`src/rtl/vector_lsu_pkg.sv`:
```
`default_nettype none
// +----------------------------------------------------------------------------
// | vector_lsu_pkg : encodings shared by the core pipeline, scheduler,
// |                  register file and load/store unit.
// | Revision       : 1.0
// +----------------------------------------------------------------------------
package vector_lsu_pkg;

  localparam logic [2:0] CORE_REQUEST = 3'b011;
  localparam logic [2:0] CORE_WAIT    = 3'b100;
  localparam logic [2:0] CORE_UPDATE  = 3'b110;

  typedef enum logic [1:0] {
    LSU_IDLE       = 2'b00,
    LSU_REQUESTING = 2'b01,
    LSU_WAITING    = 2'b10,
    LSU_DONE       = 2'b11
  } lsu_state_e;

  // A single-lane configuration still needs a one-bit lane counter.
  function automatic int lane_idx_bits(input int lanes);
    return (lanes > 1) ? $clog2(lanes) : 1;
  endfunction

endpackage
`default_nettype wire

```
`src/rtl/vector_lsu_mem_req_channel.sv`:
```
`default_nettype none
// +----------------------------------------------------------------------------
// | mem_req_channel : registered valid/address/data request, released on the
// |                   edge where ready is sampled high.
// | Revision        : 1.0
// +----------------------------------------------------------------------------
module mem_req_channel
  import vector_lsu_pkg::*;
#(
  parameter int ADDR_BITS = 8,
  parameter int DATA_BITS = 8
) (
  input  logic                 clk,
  input  logic                 reset,
  input  logic                 enable,
  input  logic                 load,
  input  logic [ADDR_BITS-1:0] load_address,
  input  logic [DATA_BITS-1:0] load_data,
  input  logic                 ready,
  output logic                 valid,
  output logic [ADDR_BITS-1:0] address,
  output logic [DATA_BITS-1:0] data,
  output logic                 fire
);

  logic                 valid_q, valid_d;
  logic [ADDR_BITS-1:0] address_q, address_d;
  logic [DATA_BITS-1:0] data_q, data_d;

  assign fire = enable & valid_q & ready;

  always_comb begin
    valid_d   = valid_q;
    address_d = address_q;
    data_d    = data_q;
    if (enable && load) begin
      valid_d   = 1'b1;
      address_d = load_address;
      data_d    = load_data;
    end else if (fire) begin
      valid_d = 1'b0;
    end
  end

  always_ff @(posedge clk) begin
    if (reset) begin
      valid_q   <= 1'b0;
      address_q <= '0;
      data_q    <= '0;
    end else begin
      valid_q   <= valid_d;
      address_q <= address_d;
      data_q    <= data_d;
    end
  end

  assign valid   = valid_q;
  assign address = address_q;
  assign data    = data_q;

endmodule
`default_nettype wire

```
`src/rtl/vector_lsu.sv`:
```
`default_nettype none
// +----------------------------------------------------------------------------
// | vector_lsu : scalar/vector load-store unit; vector accesses walk one lane
// |              per memory transaction starting at v_rs lane 0.
// | Revision   : 1.0
// +----------------------------------------------------------------------------
module vector_lsu
  import vector_lsu_pkg::*;
#(
  parameter int DATA_BITS   = 8,
  parameter int ADDR_BITS   = 8,
  parameter int Vector_Size = 4
) (
  input  logic                             clk,
  input  logic                             reset,
  input  logic                             enable,
  input  logic [2:0]                       core_state,
  input  logic                             decoded_mem_read_enable,
  input  logic                             decoded_mem_write_enable,
  input  logic                             decoded_vector_mux,
  input  logic [DATA_BITS-1:0]             rs,
  input  logic [DATA_BITS-1:0]             rt,
  input  logic [DATA_BITS*Vector_Size-1:0] v_rs,
  input  logic [DATA_BITS*Vector_Size-1:0] v_rt,
  output logic                             mem_read_valid,
  output logic [ADDR_BITS-1:0]             mem_read_address,
  input  logic                             mem_read_ready,
  input  logic [DATA_BITS-1:0]             mem_read_data,
  output logic                             mem_write_valid,
  output logic [ADDR_BITS-1:0]             mem_write_address,
  output logic [DATA_BITS-1:0]             mem_write_data,
  input  logic                             mem_write_ready,
  output logic [1:0]                       lsu_state,
  output logic [DATA_BITS-1:0]             lsu_out,
  output logic [DATA_BITS*Vector_Size-1:0] v_lsu_out
);

  localparam int LANE_BITS = lane_idx_bits(Vector_Size);
  localparam logic [LANE_BITS-1:0] LAST_LANE = LANE_BITS'(Vector_Size - 1);

  lsu_state_e           state_q, state_d;
  logic [LANE_BITS-1:0] lane_q, lane_d;
  logic                 op_read_q, op_read_d;
  logic                 op_vec_q, op_vec_d;
  logic [DATA_BITS-1:0] lsu_out_q, lsu_out_d;
  logic [DATA_BITS-1:0] v_lsu_q [Vector_Size];
  logic [DATA_BITS-1:0] v_lsu_d [Vector_Size];

  logic [DATA_BITS-1:0]             v_rt_lane [Vector_Size];
  logic [DATA_BITS*Vector_Size-1:0] v_rs_unused;
  logic [DATA_BITS-1:0]             rd_data_unused;
  logic [ADDR_BITS-1:0]             base_addr;
  logic [ADDR_BITS-1:0]             req_addr;
  logic [DATA_BITS-1:0]             req_wdata;
  logic                             rd_load, wr_load;
  logic                             rd_fire, wr_fire, req_fire;

  // Only lane 0 of v_rs carries the base address.
  assign v_rs_unused = v_rs;

  for (genvar i = 0; i < Vector_Size; i++) begin : g_lane
    assign v_rt_lane[i]                         = v_rt[i*DATA_BITS +: DATA_BITS];
    assign v_lsu_out[i*DATA_BITS +: DATA_BITS] = v_lsu_q[i];
  end

  assign base_addr = op_vec_q ? ADDR_BITS'(v_rs[DATA_BITS-1:0]) : ADDR_BITS'(rs);
  assign req_addr  = base_addr + ADDR_BITS'(lane_q);
  assign req_wdata = op_vec_q ? v_rt_lane[lane_q] : rt;
  assign rd_load   = (state_q == LSU_REQUESTING) && op_read_q;
  assign wr_load   = (state_q == LSU_REQUESTING) && !op_read_q;
  assign req_fire  = op_read_q ? rd_fire : wr_fire;

  always_comb begin
    state_d   = state_q;
    lane_d    = lane_q;
    op_read_d = op_read_q;
    op_vec_d  = op_vec_q;
    lsu_out_d = lsu_out_q;
    v_lsu_d   = v_lsu_q;
    if (enable) begin
      case (state_q)
        LSU_IDLE: begin
          if (core_state == CORE_REQUEST &&
              (decoded_mem_read_enable || decoded_mem_write_enable)) begin
            state_d   = LSU_REQUESTING;
            lane_d    = '0;
            op_read_d = decoded_mem_read_enable;
            op_vec_d  = decoded_vector_mux;
          end
        end
        LSU_REQUESTING: state_d = LSU_WAITING;
        LSU_WAITING: begin
          if (req_fire) begin
            if (op_read_q) begin
              if (op_vec_q) v_lsu_d[lane_q] = mem_read_data;
              else          lsu_out_d       = mem_read_data;
            end
            if (op_vec_q && lane_q != LAST_LANE) begin
              lane_d  = lane_q + LANE_BITS'(1);
              state_d = LSU_REQUESTING;
            end else begin
              state_d = LSU_DONE;
            end
          end
        end
        LSU_DONE: begin
          if (core_state == CORE_UPDATE) state_d = LSU_IDLE;
        end
        default: state_d = LSU_IDLE;
      endcase
    end
  end

  always_ff @(posedge clk) begin
    if (reset) begin
      state_q   <= LSU_IDLE;
      lane_q    <= '0;
      op_read_q <= 1'b0;
      op_vec_q  <= 1'b0;
      lsu_out_q <= '0;
      v_lsu_q   <= '{default: '0};
    end else begin
      state_q   <= state_d;
      lane_q    <= lane_d;
      op_read_q <= op_read_d;
      op_vec_q  <= op_vec_d;
      lsu_out_q <= lsu_out_d;
      v_lsu_q   <= v_lsu_d;
    end
  end

  mem_req_channel #(
    .ADDR_BITS(ADDR_BITS),
    .DATA_BITS(DATA_BITS)
  ) u_rd_chan (
    .clk         (clk),
    .reset       (reset),
    .enable      (enable),
    .load        (rd_load),
    .load_address(req_addr),
    .load_data   ({DATA_BITS{1'b0}}),
    .ready       (mem_read_ready),
    .valid       (mem_read_valid),
    .address     (mem_read_address),
    .data        (rd_data_unused),
    .fire        (rd_fire)
  );

  mem_req_channel #(
    .ADDR_BITS(ADDR_BITS),
    .DATA_BITS(DATA_BITS)
  ) u_wr_chan (
    .clk         (clk),
    .reset       (reset),
    .enable      (enable),
    .load        (wr_load),
    .load_address(req_addr),
    .load_data   (req_wdata),
    .ready       (mem_write_ready),
    .valid       (mem_write_valid),
    .address     (mem_write_address),
    .data        (mem_write_data),
    .fire        (wr_fire)
  );

  assign lsu_state = state_q;
  assign lsu_out   = lsu_out_q;

endmodule
`default_nettype wire

```
`config.mk`:
```
export PLATFORM = sky130hd
export DESIGN_NAME = vector_lsu
export DESIGN_NICKNAME = d
export VERILOG_FILES = /design/src/rtl/vector_lsu_pkg.sv /design/src/rtl/vector_lsu_mem_req_channel.sv /design/src/rtl/vector_lsu.sv
export SDC_FILE = /design/constraint.sdc
export NUM_CORES = 1
export LEC_CHECK = 0
export ABC_AREA = 1
export CAP_MARGIN = 0
export CORE_MARGIN = 2
export CORE_UTILIZATION = 40
export DETAILED_ROUTE_END_ITERATION = 10
export PLACE_DENSITY = 0.76
export SLEW_MARGIN = 40
export SYNTH_ARGS = -nofsm -noshare
export SYNTH_HDL_FRONTEND = slang
export SYNTH_SLANG_ARGS = --single-unit
```
`constraint.sdc`:
```
create_clock -name clk -period 2.02 [get_ports clk]
set_input_delay 0.404 -clock clk [delete_from_list [all_inputs] [get_ports clk]]
set_output_delay 0.404 -clock clk [all_outputs]
set_load 0.01 [all_outputs]
```
==> flow_summary.json <==
{
  "outcome": "finished clean",
  "grt_max_degree": 33,
  "cellLeakagePower_nw": 2.06,
  "layout_commonest_cell": "clkdlybuf4s50_1",
  "crit_fanout": 8,
  "vias_per_cell": 5.09,
  "synth_simple_gate_area_share": 0.282,
  "peakVddDrop_v": 0.000395,
  "path_clk_slew_ns": 0.09,
  "grt_pass1_wl_mm": 16.6,
  "timing.hold.ws_ns": 0.464,
  "hold_depth": 2,
  "r2r-start": "op_vec_q$_SDFFE_PP0P_",
  "yosys.cell_types.count": 30,
  "port_buffers": 142,
  "core_area_um2": 8180,
  "cp_data_required_time_ns": 2.27,
  "end_kind": "register",
  "die_x_um": 95.6,
  "die_h_um": 95.6,
  "synth_area_um2": 3350,
  "synth_adder_area_share": 0.0283,
  "routed_wl_mm": 10.3,
  "yosysTopAreaCell": "dfxtp_1",
  "synth_top_area_share": 0.430,
  "final_cell_mix": "clkdlybuf4s50_1, nand2_1, dfxtp_1",
  "tns_ns": 0,
  "yosys_warnings": 0,
  "synth_top_family_by_area": "simple AND/OR/NAND/NOR gates",
  "drtPass1Iterations": 5,
  "initial_core_util": 0.410,
  "fmax_mhz": 538,
  "cts_tree": "yes",
  "ant_nets": 0,
  "synthesis.instances": 478,
  "reg2reg_to": "u_wr_chan.address[6]$_SDFFE_PP0P_",
  "hpwl_mm": 7.63,
  "total_power_mw": 3.57,
  "clk_latency_ns": 0.35,
  "reg2regPathDepth": 11,
  "grtUsageMet2": 0.392,
  "num_vias": 3755,
  "ys_ff_latch": 72,
  "synth-xor-area-share": 0.00522,
  "postPlaceCellArea_um2": 4980,
  "grt_antenna_before_repair": 0,
  "skew_ns": 0.0132,
  "synth_compound_area_frac": 0.184,
  "synth_fp_nets": 584,
  "insertedDiodeCount": 0,
  "drt-initial-drc-count": 164,
  "h-tree-depth": 3,
  "drv_slew": 0,
  "startpoint_type": "register",
  "cp-startpoint": "op_vec_q$_SDFFE_PP0P_",
  "clock_sinks": 72,
  "overflow": 0,
  "cts_hold_buf": 0,
  "min_period_over_period": 0.920,
  "design_area_um2": 5230,
  "busiest_layer": "met2",
  "io_pins": 167,
  "max_slew_margin": 0.678,
  "syn_avg_cell_area_um2": 7.02,
  "max-cap-violations": 0,
  "powerDensity_nw_per_um2": 681,
  "drc_errors": 0,
  "grt_pass1_vias": 3519,
  "use_met3": 0.0617,
  "synth.top_cells.by_area": "dfxtp_1, nand2_1, a21oi_1",
  "std_cell_rows": 33,
  "worstPathArrival_ns": 2.11,
  "grt.met1_usage": 0.288,
  "die_area_um2": 9130,
  "cts_inserted_buffers": 9,
  "worst_pin_slew_ns": 0.483,
  "finalHoldViolCount": 0,
  "routedWlPerCell_um": 14.0,
  "grt_usage": 0.231,
  "finalCriticalPeriod_ns": 1.86,
  "nets": 733,
  "setup_viol": 0,
  "drive_gt1_frac": 0.0744,
  "rsz0062_at_grt": "no",
  "whs_endpoint": "v_lsu_out[4]$_SDFFE_PP0P_",
  "cts.root.buffer_cell": "clkbuf_8",
  "regToRegSetupSlack_ns": 0.16,
  "routabilityCongestion": 0.832,
  "min_path_type": "reg -> reg",
  "ys_seq_area_frac": 0.430,
  "synthToLayoutAreaGrowth_pct": 56.0,
  "muxShareOfSynthArea": 0,
  "cts_max_path_buffers": 2,
  "worstSetupPathType": "reg -> reg",
  "holdCritStartpoint": "v_lsu_out[4]$_SDFFE_PP0P_"
}
==> area by class of cell <==
type	instances	area, µm²
Multi-Input combinational cell	350	1680
Fill cell	715	2940
Timing Repair Buffer	162	1610
Clock inverter	6	115
Tap cell	105	131
Sequential cell	72	1440
Inverter	32	120
Clock buffer	10	138
==> per-layer routing <==
metal / share of wire / vias to the layer above
met3: 0.088 / 14
met1: 0.43 / 1696
met5: 0 / -
met4: 0.012 / 0
li1: - / 1881
met2: 0.47 / 164
==> registers in the layout, indices dropped and copies added (netlist names) <==
signal             count
lane_q                 2
lsu_out                8
lsu_state              2
op_read_q              1
op_vec_q               1
u_rd_chan.address      8
u_rd_chan.valid        1
u_wr_chan.address      8
u_wr_chan.data         8
u_wr_chan.valid        1
v_lsu_out             32
==> cell usage after synthesis <==
| library cell | number |
|---|---|
| o21ai_0 | 46 |
| o21a_1 | 4 |
| o21bai_1 | 1 |
| fa_1 | 1 |
| nor3_1 | 1 |
| nand3_2 | 1 |
| nor3_2 | 3 |
| inv_2 | 1 |
| nand2_2 | 1 |
| xor2_1 | 1 |
| clkinv_1 | 2 |
| xnor2_1 | 1 |
| nand3_1 | 48 |
| a21o_1 | 2 |
| nand4_1 | 2 |
| or2_2 | 1 |
| a211oi_1 | 1 |
| nand2_1 | 100 |
| buf_6 | 3 |
| ha_1 | 6 |
| buf_2 | 4 |
| nor2_2 | 1 |
| nor2_4 | 1 |
| inv_1 | 29 |
| o22ai_1 | 8 |
| clkbuf_1 | 15 |
| dfxtp_1 | 72 |
| nor2_1 | 65 |
| buf_1 | 2 |
| a21oi_1 | 55 |
==> report_power, final <==
group | internal, mW | switching, mW
logic | 0.314 | 0.328
registers | 1.46 | 0.0442
clock network | 0.861 | 0.560
total | 2.63 | 0.932
==> cell families (layout without fill, tap and decap cells) <==
family / count (synthesis) / count (layout)
and+or+nand+nor: 224 / 224
AOI/OAI and AO/OA: 117 / 117
DFF: 72 / 72
buffers and inverters: 56 / 210
adders and majority gates: 7 / 7
xor gates and xnor gates: 2 / 2
==> how the worst max path moves through the flow <==
stage | slack (ns) | end
after floorplan | 0.15 | u_wr_chan.address[6]$_SDFFE_PP0P_
after global placement | -0.05 | u_wr_chan.address[6]$_SDFFE_PP0P_
after detailed placement | -0.11 | u_wr_chan.address[6]$_SDFFE_PP0P_
after CTS | 0.02 | u_wr_chan.address[6]$_SDFFE_PP0P_
after global routing | 0.01 | u_rd_chan.address[7]$_SDFFE_PP0P_
final | 0.16 | u_wr_chan.address[6]$_SDFFE_PP0P_
==> stage by stage <==
step | cells | utilization | setup WS, ns
after global routing | 737 | 0.640 | 0.0146
after floorplan | 478 | - | 0.150
after detailed placement | 721 | 0.609 | -0.106
final | 737 | 0.640 | 0.161
after CTS | 737 | 0.640 | 0.0177
after global placement | 721 | 0.609 | -0.0535
==> timing repair <==
item                                    4_1_cts  5_1_grt
endpoints found under the setup margin        0        8
buffers inserted                              0        0
resized for setup                             0        2
==> critical path, stage by stage, from the launching register on <==
cell,delay [ns]
dfxtp_2,0.44
inv_1,0.12
nand2_1,0.08
nand2_1,0.06
ha_1,0.21
fa_1,0.41
nand2_1,0.12
nor2_1,0.07
nand3_1,0.09
nand3_1,0.08
nand2_1,0.06
inv_1,0.03
Note: power is estimated with default switching activity, not from simulation.
